**config.mk**
```make
export PLATFORM = sky130hd
export DESIGN_NAME = rle_encoder
export DESIGN_NICKNAME = d
export VERILOG_FILES = /design/src/rtl/rle_encoder.sv
export SDC_FILE = /design/constraint.sdc
export NUM_CORES = 1
export LEC_CHECK = 0
export ABC_CLOCK_PERIOD_IN_PS = 7100
export BUFFER_PORTS_ARGS = -buffer_cell sky130_fd_sc_hd__buf_2
export CAP_MARGIN = 20
export CORE_ASPECT_RATIO = 1.2
export CORE_UTILIZATION = 25
export CTS_BUF_LIST = sky130_fd_sc_hd__clkbuf_4 sky130_fd_sc_hd__clkbuf_8 sky130_fd_sc_hd__clkbuf_16
export DETAILED_ROUTE_END_ITERATION = 6
export GPL_TIMING_DRIVEN = 0
export REMOVE_ABC_BUFFERS = 1
export SYNTH_ARGS = -nofsm -noshare
export SYNTH_HDL_FRONTEND = slang
export SYNTH_SLANG_ARGS = --single-unit
```
**constraint.sdc**
```tcl
create_clock -name CLK -period 7.1 [get_ports CLK]
set_input_delay 0.355 -clock CLK [delete_from_list [all_inputs] [get_ports CLK]]
set_output_delay 0.355 -clock CLK [all_outputs]
set_load 0.03 [all_outputs]
```
**src/rtl/rle_encoder.sv**
```systemverilog
// Run-length encoder: collapses a valid/ready word stream into (data, count)
// pairs and writes them through the pair memory's write port.
module rle_encoder #(
   parameter int DW0   = 32,
   parameter int DW1   = 4,
   parameter int DEPTH = 1024,
   parameter int AW    = 10
) (
   input  logic           CLK,
   input  logic           RST,
   input  logic           start,
   input  logic           in_valid,
   output logic           in_ready,
   input  logic [DW0-1:0] in_data,
   input  logic           in_last,
   output logic           CS,
   output logic           wr_en,
   output logic [AW-1:0]  wr_adr,
   output logic [DW0-1:0] wr_din,
   output logic [DW1-1:0] wr_cin,
   output logic           done,
   output logic [AW:0]    pair_cnt,
   output logic           overflow
);

   localparam logic [DW1-1:0] MAXRUN  = '1;
   localparam logic [AW:0]    DEPTH_W = (AW+1)'(DEPTH);

   typedef enum logic [1:0] {IDLE, EMPTY, RUN, FLUSH} state_t;

   typedef struct packed {
      logic [DW0-1:0] d;
      logic [DW1-1:0] cnt;
   } run_t;

   state_t      state;
   run_t        cur;
   logic [AW:0] ptr;

   logic xfer, same, issue, ovf_hit;

   assign in_ready = (state == EMPTY) || (state == RUN);
   assign xfer     = in_valid & in_ready;
   assign same     = (in_data == cur.d) && (cur.cnt < MAXRUN);

   // A held run is emitted when a transfer breaks it (or saturates it) and
   // unconditionally on the flush cycle.
   always_comb begin
      issue = 1'b0;
      case (state)
         RUN:     issue = xfer && !same;
         FLUSH:   issue = 1'b1;
         default: issue = 1'b0;
      endcase
   end

   assign ovf_hit  = issue && (ptr == DEPTH_W);
   assign pair_cnt = ptr;

   always_ff @(posedge CLK or negedge RST) begin
      if (!RST) begin
         state    <= IDLE;
         cur      <= '0;
         ptr      <= '0;
         CS       <= 1'b0;
         wr_en    <= 1'b0;
         wr_adr   <= '0;
         wr_din   <= '0;
         wr_cin   <= '0;
         done     <= 1'b0;
         overflow <= 1'b0;
      end else begin
         CS    <= 1'b0;
         wr_en <= 1'b0;
         done  <= 1'b0;

         if (issue && !ovf_hit) begin
            CS     <= 1'b1;
            wr_en  <= 1'b1;
            wr_adr <= ptr[AW-1:0];
            wr_din <= cur.d;
            wr_cin <= cur.cnt;
            ptr    <= ptr + (AW+1)'(1);
         end

         case (state)
            IDLE: begin
               if (start) begin
                  ptr      <= '0;
                  overflow <= 1'b0;
                  state    <= EMPTY;
               end
            end
            EMPTY: begin
               if (xfer) begin
                  cur.d   <= in_data;
                  cur.cnt <= DW1'(1);
                  state   <= in_last ? FLUSH : RUN;
               end
            end
            RUN: begin
               if (xfer) begin
                  if (ovf_hit) begin
                     // Pair memory full: abandon the rest of the frame.
                     overflow <= 1'b1;
                     done     <= 1'b1;
                     state    <= IDLE;
                  end else begin
                     if (same) begin
                        cur.cnt <= cur.cnt + DW1'(1);
                     end else begin
                        cur.d   <= in_data;
                        cur.cnt <= DW1'(1);
                     end
                     if (in_last) state <= FLUSH;
                  end
               end
            end
            FLUSH: begin
               if (ovf_hit) overflow <= 1'b1;
               done  <= 1'b1;
               state <= IDLE;
            end
            default: state <= IDLE;
         endcase
      end
   end

endmodule

```
; Word level (Yosys, flattened, before mapping)
; Index checks and enable logic that the tools add are counted.
[totals]
ff_bits = 98
word_cells = 64
output_inout_bits = 62
inputBits = 37
[classes]
bitwise_logic = 1
magnitude_cmp = 1
reduce_logical = 14
n_eq_ne = 11
n_mux = 25
addsub = 2
[ops]
columns = op, n
row1 = $mux W36, 3
row2 = $pmux W36 S2, 1
row3 = $mux W11, 3
row4 = $eq A32 B32 Y1, 1
row5 = $mux W32, 1
row6 = $add A11 B1 Y11 const B, 1
row7 = $eq A11 B11 Y1 const B, 1
row8 = $mux W2, 5
row9 = $ne A2 B2 Y1 const B, 5
row10 = $pmux W2 S4, 1
row11 = $reduce_and A4 Y1, 2
row12 = $mux W1, 7
row13 = $reduce_and A5 Y1, 1
row14 = $add A4 B1 Y4 const B, 1
row15 = $eq A2 B2 Y1 const B, 2
row16 = $logic_and A1 B1 Y1, 4
row17 = $lt A4 B4 Y1 const B, 1
row18 = $mux W4, 1
row19 = $pmux W1 S2, 2
row20 = $ne A3 B3 Y1 const B, 1
row21 = $pmux W1 S3, 1
row22 = $reduce_and A3 Y1, 1
row23 = $reduce_bool A3 Y1, 1
row24 = $eq A2 B1 Y1 const B, 1
row25 = other kinds (5), 6

; Longest topological paths before layout
[depth]
depth_word = 11
depth_mapped = 10
mapped_depth_nobuf = 8

; Worst setup path after synthesis
; OpenSTA, ideal clock, no wires.
[synth_path]
path_type = reg-to-reg
from = register state[0]
to = register cur[10] (netlist bit)
synth_period_minus_slack_ns = 2.560
required_ns = 6.975
setup_time_ns = 0.125
path_buffers = 1
stages_incl_launch_ff = 10
t_arrival_ns = 2.435
slack_ns = 4.540
path_cell_list = dfrtp_1 > inv_1 > ha_1 > mux2_2 > nand2_1 > nor2_1 > nand4_2 > a21oi_2 > buf_6 > mux2_4
[synth_between]
elab_chain_cells = 8
elab_cells_between_ends = 15
cone_classes = eq/ne: 7 / mux: 2 / bitwise: 1 / reduce/logical: 5
[synth_rtl]
columns = item, line_no
row1 = start: declaration, 36  ; state_t state;
row2 = start signal: assignment, 98  ; state <= in_last ? FLUSH : RUN;
row3 = $eq A2 B1 Y1 or $eq A2 B2 Y1 (tied branches), 42  ; assign in_ready = (state == EMPTY) || (state == RUN);
row4 = $logic_or A1 B1 Y1 (*), 42
row5 = via in_ready, 13  ; output logic in_ready,
row6 = $and A1 B1 Y1 (*), 43  ; assign xfer = in_valid & in_ready;
row7 = $logic_and A1 B1 Y1, 51  ; RUN: issue = xfer && !same;
row8 = $pmux W1 S2, 50  ; case (state)
row9 = $logic_and A1 B1 Y1, 57  ; assign ovf_hit = issue && (ptr == DEPTH_W);
row10 = $ne A2 B2 Y1 (no line), --
row11 = $reduce_and A5 Y1 (no line) (*), --
row12 = end: declaration, 37  ; run_t cur;
; The timed path passes the listed nets; every way through them passes the cells marked *.
; A chain may end at the register's enable or synchronous reset.

; Worst setup path in the final report
[layout_path]
from = register state[0]
to = register cur[16] (netlist bit)
[layout_between]
elab_chain_cells = 8
elab_cells_between_ends = 15
cone_classes = eq/ne: 7 / mux: 2 / bitwise: 1 / reduce/logical: 5
[layout_rtl]
columns = item, line_no
row1 = $eq A2 B1 Y1 or $eq A2 B2 Y1 (tied branches), "42, 86, 50"
row2 = $logic_or A1 B1 Y1, 42
row3 = $and A1 B1 Y1, 43
row4 = $logic_and A1 B1 Y1, 51
row5 = $pmux W1 S2, 50
row6 = $logic_and A1 B1 Y1, 57
row7 = $ne A2 B2 Y1 (no line), --
row8 = $reduce_and A5 Y1 (no line), --
; Several ways; a longest one is shown, not always the timed one.

==> flow_summary.yaml <==
yosys:
  synth.top_cell.area_share_pct: 50.8
  syn_area_um2: 4830
  async_reset_ff_share_pct: 100
  synthTopCellsByArea: "dfrtp_1 (51%), mux2_4 (9.3%), mux2_2 (9.1%)"
  synth-seq-cells: 98
  yosysSeqAreaShare_pct: 50.8
  synth_top_cell_by_area: "dfrtp_1"
  syn-instance-count: 375
  synth_top_flop_cell: "dfrtp_1"
  synth.distinct_cells: 47
  synth_edf_count: 0
  ys_warn_count: 0
  syn-mean-instance-area_um2: 12.9
clock_network:
  clk_pin_slew_ns: 0.07
  cts_tree: "done"
  cts_max_level: 3
  cts.sinks: 98
  insertion_delay_ns: 0.35
  cts_buffer_depth: 2
  clock_tree.root_cell: "clkbuf_16"
  cts_buffers: 9
timing:
  max_freq_ghz: 0.323
  tns_ns: 0
  fin_crit_sh_pct: 43.7
  finalSetupViolations: 0
  slew_headroom_pct: 47.2
  rsz0062_at_grt: "false"
  tightest_slew_ns: 0.790
  finalMaxSlewViolations: 0
  setup_ws_ns: 4.00
  finalHoldViolCount: 0
  skew_ns: 0.00830
  fin_crit_ns: 3.10
floorplan:
  rows: 55
  ios: 99
  die_w_um: 129
  fp.dieH_um: 154
  dieArea_um2: 19900
  initial_core_util_pct: 25.6
  coreArea_um2: 18900
worst_setup_path:
  worst-path-buf-inv: 2
  cp_slowest_cell: "a21oi_4"
  max_stage_delay_ns: 0.69
  critPathCaptureType: "flip-flop"
  cp.arrival_ns: 3.33
  startpoint_type: "flip-flop"
  cp_max_fo: 20
  worst-setup-path-type: "reg2reg"
  cpLargestDelayFamily: "compound AO/OA/AOI/OAI gates"
  crit_required_ns: 7.33
  path_cells: "inv_1 -> ha_1 -> mux2_2 -> nand2_1 -> nor2_1 -> nand4_2 -> a21oi_4 -> buf_12 -> mux2_1"
place:
  dp_hpwl_mm: 8.01
  place_ws_ns: 3.94
  io_buffer_count: 98
  gp_congestion: 0.859
  dpl_cell_area_um2: 5630
layout:
  postLayoutCellArea_um2: 5950
  nNetsFinal: 521
  seq_area_um2: 2450
  multi_input_area_um2: 2250
  area_growth_pct: 23.2
  drive_gt1_share_pct: 40.8
  diodes: 0
  fillers: 1955
drt:
  num_vias: 3272
  detail-route-antenna-nets: 0
  drt_pass1_iterations: 4
  wl_per_cell_um: 14.8
  drt_wl_total_mm: 10.9
  drt-initial-drc-count: 138
  vias_per_cell: 4.45
  drc: 0
global_routing:
  grt_usage_pct: 11.8
  grt_overflow: 0
  grt_pass1_vias: 3434
  antenna_found_initial: 0
  grt_pass1_wl_mm: 17.9
  grt_max_degree: 62
power_and_ir_drop:
  vdd_drop_max_mv: 0.199
  report.power.total_mw: 2.77
  power_leakage_nw: 2.82
  power_density_nw_per_um2: 466
run_status:
  status: "complete, no violations"
min_path:
  hp-class: "in2reg"
run:
  max_cap_viol_count: 0
-- layout make-up --
type,instances,area share [%]
clock inverter,4,0.841
tap,256,5.38
timing repair buffer,102,9.59
inverter,13,0.820
sequential,98,41.2
multi-input combinational,251,37.8
clock buffer,12,4.37
-- path summary, 6_finish.rpt --
kind | startpoint | to | slack, ns | cells after the start
setup / recovery | state[0] | cur[16] | 4.00 | 9
hold / removal | in_data[31] | cur[35] | 0.26 | 2
setup reg to reg | state[0] | cur[16] | 4.00 | 9
hold reg to reg | wr_adr[6] | wr_adr[6] | 0.49 | 1
max in group asynchronous | RST | wr_adr[9] | 5.88 | 3
min in group asynchronous | RST | pair_cnt[7] | 0.52 | 2
-- synthesized netlist by cell type, drive strengths merged (4+ instances only) --
master and instances:
mux2 79, nand2b 7, ha 9, inv 13
mux2i 9, xor2 31, nand2 16, a21oi 8
o31ai 4, nand3 13, nand4 7, dfrtp 98
buf 9, nor4 10, nor2 10, and3 6
clkbuf 4, o21ai 11
-- registers in the layout, summed over array words and instances (netlist names) --
name and count:
cur 36, state 2, overflow 1, wr_adr 10, wr_cin 4, done 1
wr_din 32, pair_cnt 11, wr_en 1
-- cell families (layout without fill, tap and decap cells) --
family	Yosys count	in the layout	share of synthesized area [%]
XOR/XNOR	32	32	5.80
adder cells (fa/ha/maj)	9	9	2.33
AO/OA/AOI/OAI	39	39	5.31
flip-flops	98	98	50.8
AND/OR/NAND/NOR	83	83	10.3
multiplexers	88	88	22.6
buffers and inverters	26	131	2.85
-- repair_timing --
action / 4_1_cts / 5_1_grt
hold endpoints to repair: 37 / 0
gates resized for setup: 0 / 0
buffers inserted: 0 / 0
hold buffers: 1 / 0
-- per-stage QoR --
stage / utilization (%) / hold slack, ns / instances
after floorplan: - / 0.0594 / 362
after CTS: 31.6 / 0.239 / 736
final: 31.6 / 0.263 / 736
after detailed placement: 29.9 / 0.363 / 719
after global routing: 31.6 / 0.245 / 736
after global placement: 29.4 / 0.470 / 716
-- cells in the final DEF (no fill, tap or decap), types with 3 or more instances in the layout --
cell type and count:
dfrtp_1 98, nor2_1 10, nor3_1 3, o31ai_1 4, a21oi_1 7, a21o_1 3, inv_1 13, nand3_1 12
mux2_2 39, and3_1 6, o21ai_0 11, nor4_2 3, mux2i_1 9, nand2b_1 7, clkbuf_16 9, nand4_1 5
xor2_1 31, ha_1 9, nor4_1 6, buf_2 97, nand2_1 15, mux2_4 30, mux2_1 10
-- worst register-to-register path: cells and delay by family (launching register included) --
family                   cells  cell delay [ns]
multiplexers                 2             0.53
AO/OA/AOI/OAI                1             0.69
flip-flops                   1             0.47
adder cells (fa/ha/maj)      1             0.40
AND/OR/NAND/NOR              3             0.49
buffers and inverters        2             0.41
-- metal layers --
metal	track usage [%]	wire (um)
met3	3.08	603
met2	19.3	5250
met4	5.55	197
met1	14.3	4860
met5	0	0
-- power by group --
part	switching, mW	total, mW	internal, mW
registers	0.162	0.947	0.785
clock network	0.210	0.506	0.296
logic	0.720	1.32	0.602
(Power assumes the default switching activity.)
